==> config.mk <==
export PLATFORM = sky130hd
export DESIGN_NAME = binary_clock
export DESIGN_NICKNAME = d
export VERILOG_FILES = /design/src/rtl/binary_clock_pkg.sv /design/src/rtl/binary_clock_bcd_digit.sv /design/src/rtl/binary_clock.sv
export SDC_FILE = /design/constraint.sdc
export NUM_CORES = 1
export LEC_CHECK = 0
export CAP_MARGIN = 15
export CELL_PAD_IN_SITES_DETAIL_PLACEMENT = 0
export CELL_PAD_IN_SITES_GLOBAL_PLACEMENT = 1
export CORE_MARGIN = 2
export CORE_UTILIZATION = 35
export DETAILED_ROUTE_END_ITERATION = 8
export PLACE_DENSITY_LB_ADDON = 0.1
export SLEW_MARGIN = 20
export SYNTH_ARGS = -nofsm -noshare
export SYNTH_HDL_FRONTEND = slang
export SYNTH_SLANG_ARGS = --single-unit
export TNS_END_PERCENT = 1
==> constraint.sdc <==
create_clock -name clk -period 2 [get_ports clk]
set_input_delay 0.2 -clock clk [delete_from_list [all_inputs] [get_ports clk]]
set_output_delay 0.2 -clock clk [all_outputs]
set_load 0.005 [all_outputs]
==> src/rtl/binary_clock_pkg.sv <==
// Shared constants and types for the BCD time-of-day counter.
// Digit maxima and field widths are fixed by the HH:MM display format.
package binary_clock_pkg;

   localparam int MIN_U_MAX     = 9;
   localparam int MIN_T_MAX     = 5;
   localparam int HR_U_MAX      = 9;
   localparam int HR_T_MAX      = 2;
   localparam int HR_WRAP_UNITS = 3;

   localparam int D3_W    = 2;
   localparam int D2_W    = 4;
   localparam int D1_W    = 4;
   localparam int D0_W    = 4;
   localparam int COUNT_W = D3_W + D2_W + D1_W + D0_W;

   typedef struct packed {
      logic [D3_W-1:0] d3;
      logic [D2_W-1:0] d2;
      logic [D1_W-1:0] d1;
      logic [D0_W-1:0] d0;
   } bcd_time_t;

endpackage

==> src/rtl/binary_clock_bcd_digit.sv <==
// One wrapping BCD-style digit: counts 0..MAX on inc and flags the wrap
// combinationally so the next digit can advance on the same edge.
module bcd_digit #(
   parameter int W   = 4,
   parameter int MAX = 9
) (
   input  logic         clk,
   input  logic         reset,
   input  logic         inc,
   input  logic         clr,
   output logic [W-1:0] q,
   output logic         carry
);

   localparam logic [W-1:0] MAX_Q = W'(MAX);

   assign carry = inc && (q == MAX_Q);

   // NOTE: state is updated with <= only; reset is tested first so it wins over clr and inc.
   always_ff @(posedge clk) begin
      if (!reset) begin
         q <= '0;
      end else if (clr) begin
         q <= '0;
      end else if (inc) begin
         q <= (q == MAX_Q) ? '0 : q + 1'b1;
      end
   end

endmodule

==> src/rtl/binary_clock.sv <==
// 24-hour BCD HH:MM counter with a ce prescaler; advances one minute per
// CE_DIV ce-high cycles and presents the packed digits to the LED driver.
module binary_clock
   import binary_clock_pkg::*;
#(
   parameter int CE_DIV = 1
) (
   input  logic               clk,
   input  logic               reset,
   input  logic               ce,
   output logic [COUNT_W-1:0] count
);

   localparam int                PRE_W    = (CE_DIV > 1) ? $clog2(CE_DIV) : 1;
   localparam logic [PRE_W-1:0]  PRE_LAST = PRE_W'(CE_DIV - 1);
   localparam logic [D3_W-1:0]   HT_MAX   = D3_W'(HR_T_MAX);
   localparam logic [D2_W-1:0]   HU_MAX   = D2_W'(HR_U_MAX);
   localparam logic [D2_W-1:0]   HU_WRAP  = D2_W'(HR_WRAP_UNITS);

   logic [PRE_W-1:0] pre;
   logic             tick;
   logic [D3_W-1:0]  d3;
   logic [D2_W-1:0]  d2;
   logic [D1_W-1:0]  d1;
   logic [D0_W-1:0]  d0;
   logic             c0;
   logic             c1;
   logic             hr_wrap;
   bcd_time_t        now;

   assign tick = ce && (pre == PRE_LAST);

   // Partial prescale survives ce=0 gaps but is discarded by reset.
   always_ff @(posedge clk) begin
      if (!reset) begin
         pre <= '0;
      end else if (ce) begin
         pre <= tick ? '0 : pre + 1'b1;
      end
   end

   bcd_digit #(.W(D0_W), .MAX(MIN_U_MAX)) u_d0 (
      .clk   (clk),
      .reset (reset),
      .inc   (tick),
      .clr   (1'b0),
      .q     (d0),
      .carry (c0)
   );

   bcd_digit #(.W(D1_W), .MAX(MIN_T_MAX)) u_d1 (
      .clk   (clk),
      .reset (reset),
      .inc   (c0),
      .clr   (1'b0),
      .q     (d1),
      .carry (c1)
   );

   // Hours are not two independent digits: 23 must wrap to 00, not 24.
   assign hr_wrap = (d3 == HT_MAX) && (d2 == HU_WRAP);

   always_ff @(posedge clk) begin
      if (!reset) begin
         d3 <= '0;
         d2 <= '0;
      end else if (c1) begin
         if (hr_wrap) begin
            d3 <= '0;
            d2 <= '0;
         end else if (d2 == HU_MAX) begin
            d3 <= d3 + 1'b1;
            d2 <= '0;
         end else begin
            d2 <= d2 + 1'b1;
         end
      end
   end

   assign now   = '{d3: d3, d2: d2, d1: d1, d0: d0};
   assign count = now;

endmodule

==> impl_metrics.csv <==
group,metric,value,unit
global_routing,met2_usage,0.1996,
logic_synthesis,synth.distinct_cells,34,
layout,area_delta_synth_final,31.28,%
place,dp_hpwl,1096,um
logic_synthesis,synth_most_common_cell,"dfxtp_1",
floorplanning,core,0.002002,sq mm
route,route.vias.total,679,
pwr,power_frac_comb,0.067,
setup_path,worstPathArrival,1.77,ns
layout,final_cell_area,987.2,sq um
sta,clock_skew,0.001764,ns
sta,max-slew-margin-rel,0.7734,
logic_synthesis,yosys_register_bits,15,
route,drt_iter0_drc,17,
global_routing,grtUsageMet3,0.05655,
global_routing,antenna_found_initial,0,
sta,worst_slack,0.4377,ns
logic_synthesis,synthTopCellsByCount,"15 x dfxtp_1, 7 x nand2_1, 7 x nor2_1",
place,numPortBuffers,16,
floorplanning,rows,16,
floorplanning,pin_count,17,
setup_path,path_cells,"nor3b_2 > nand4_4 > or3_1 > o31ai_1",
layout,postLayoutCoreUtil,0.4931,
logic_synthesis,synth_edf_count,0,
sta,fin_crit_sh,0.7811,
logic_synthesis,synth_cells,86,
logic_synthesis,yosysSeqAreaShare,0.3993,
setup_path,required,2.21,ns
setup_path,crit_buf_inv,0,
global_routing,grt_start_max_net_pins,13,
setup_path,reg2reg_depth,4,
sta,timing.final.hold_violations,0,
logic_synthesis,syn-mean-instance-area,8.744,sq um
job,cap_viol_max_count,0,
layout,fin_nets,111,
cts,clk_pin_slew_worst_paths,0.09,ns
global_routing,grt_pass1_vias,588,
sta,setup_viol,0,
floorplanning,fp.dieW,50.35,um
pwr,power.density,530.8,mW/mm^2
cts,ctsHoldBuffers,0,
logic_synthesis,yosysTopAreaCell,"dfxtp_1",
min_path,hp-class,"reg -> reg",
cts,htreeDepth,1,
cts,clock_latency,0.29,ns
setup_path,slowest_delay,0.39,ns
logic_synthesis,async_reset_ff_frac,0,
layout,fill_cells,217,
route,ant_nets,0,
logic_synthesis,synthTopCellsByArea,"dfxtp_1 40%, nor3b_1 4.0%, nand2_1 3.5%",
route,post_drt_via_cell_ratio,5.067,
layout,diodes,0,
cts,post-cts-setup-buffers,0,
pwr,p_int,0.3959,mW
logic_synthesis,syn_nets,89,
pwr,power,0.5241,mW
place,place_congestion,0.7725,
route,first_pass_iters,4,
setup_path,critPathTopFamily,"simple AND/OR/NAND/NOR gates",
global_routing,met1_usage,0.1827,
floorplanning,start_util,0.3756,
global_routing,grt_overflow,0,
floorplanning,dieArea,0.002535,sq mm
sta,rsz0062_at_grt,"no",
global_routing,grt_pass1_wl,2649,um
setup_path,crit_type,"reg -> reg",
pwr,power_frac_clock,0.344,
sta,fmax,640.1,MHz
min_path,min_path_cells,1,
sta,timing.setup.tns,0,ns
logic_synthesis,synth_warnings,0,
place,placed_cell_area,959.7,sq um
setup_path,cp_max_fo,10,
logic_synthesis,synthesis.area,752.0,sq um
setup_path,cp_num_cells,4,
run_status,status,"finished, final reports clean",
cts,cts-resized-gates,0,
sta,worstMarginPinSlew,0.3392,ns
pwr,power.switching,0.1281,mW
cts,cts_root_buffer,"clkbuf_4",
pwr,swShare,0.2445,
global_routing,track_usage,0.1402,
sta,min_period,1.562,ns
route,drc_errors,0,
floorplanning,die_y,50.35,um
cts,cts_tree,"done",
place,dp_slack,0.1999,ns
logic_synthesis,synthFlopType,"dfxtp_1",
pwr,seq_power_share,0.588,
cts,clock_tree.buffer_depth,2,
route,drt_wl_total,1554,um
sta,slew_viol_final,0,
logic_synthesis,yosysTopAreaCellShare,0.3993,
route,wl_per_cell,11.60,um
global_routing,busiest_layer,"met2",
setup_path,cp-end-kind,"flip-flop",
setup_path,crit_path_start_kind,"flip-flop",
pwr,p_leak,0.3421,nW
pwr,peakVddDrop,0.3491,mV
setup_path,slowest_stage,"dfxtp_1",
layout,drive_gt1_frac,0.1028,
cts,cts_buffers,3,
cts,clock_sinks,15,
-- routing by layer --
metal,vias up,wire (um),share of wire
met2,12,651,0.42
met3,4,60,0.039
met5,-,0,0
li1,351,-,-
met1,312,817,0.53
met4,0,25,0.016
-- flip-flops by register name, indices dropped and copies added (netlist names) --
name / flops
d2: 4
u_d0.q: 4
u_d1.q: 4
d3: 2
pre: 1
-- kinds of logic after synthesis --
logic type | synth area share
xor gates and xnor gates | 0.05825
and+or+nand+nor | 0.3611
buffers and inverters | 0.03160
DFF | 0.3993
AOI/OAI and AO/OA | 0.1498
-- worst paths after layout --
path                           from            endpoint  slack [ns]
max          u_d1.q[1]$_SDFFE_PN0P_  d3[0]$_SDFFE_PN0P_        0.44
min                pre$_SDFFE_PN0P_    pre$_SDFFE_PN0P_        0.50
max reg2reg  u_d1.q[1]$_SDFFE_PN0P_  d3[0]$_SDFFE_PN0P_        0.44
min reg2reg        pre$_SDFFE_PN0P_    pre$_SDFFE_PN0P_        0.50
-- per-stage QoR --
stage,hold slack [ns],instances
after floorplan,0.2761,86
after detailed placement,0.4929,130
after CTS,0.4995,134
after global placement,0.4828,130
after global routing,0.5251,134
final,0.5026,134
-- layout make-up --
cell class	instances	area, sq um	share of cell area
tap	27	33.78	0.03422
multi-input combinational	65	427.9	0.4335
sequential	15	300.3	0.3042
clock inverter	1	5.005	0.005070
clock buffer	3	22.52	0.02281
inverter	4	15.01	0.01521
timing repair buffer	19	182.7	0.1850
-- power groups by stage --
stage	clock (mW)	combinational [mW]	sequential [mW]
after floorplan	0	0.0171	0.315
after global placement	0	0.0354	0.315
after detailed placement	0	0.0355	0.315
after CTS	0.191	0.0356	0.309
after global routing	0.204	0.0386	0.309
final	0.181	0.0352	0.308
-- cells in the final DEF, fill, tap and decap left out, types with 2 or more instances in the layout --
cell	netlist	final
buf_4	0	3
nand2_1	7	7
xnor2_1	2	2
inv_1	4	4
clkbuf_4	0	3
or3_1	4	4
a21oi_1	5	5
dfxtp_1	15	15
o31ai_1	2	2
xor2_1	3	3
nand3_1	3	3
o21ai_0	3	3
nor3b_1	4	4
nor2b_1	4	4
clkdlybuf4s50_1	0	16
nand4_1	3	3
nor2_1	7	7
(Power assumes the default switching activity.)
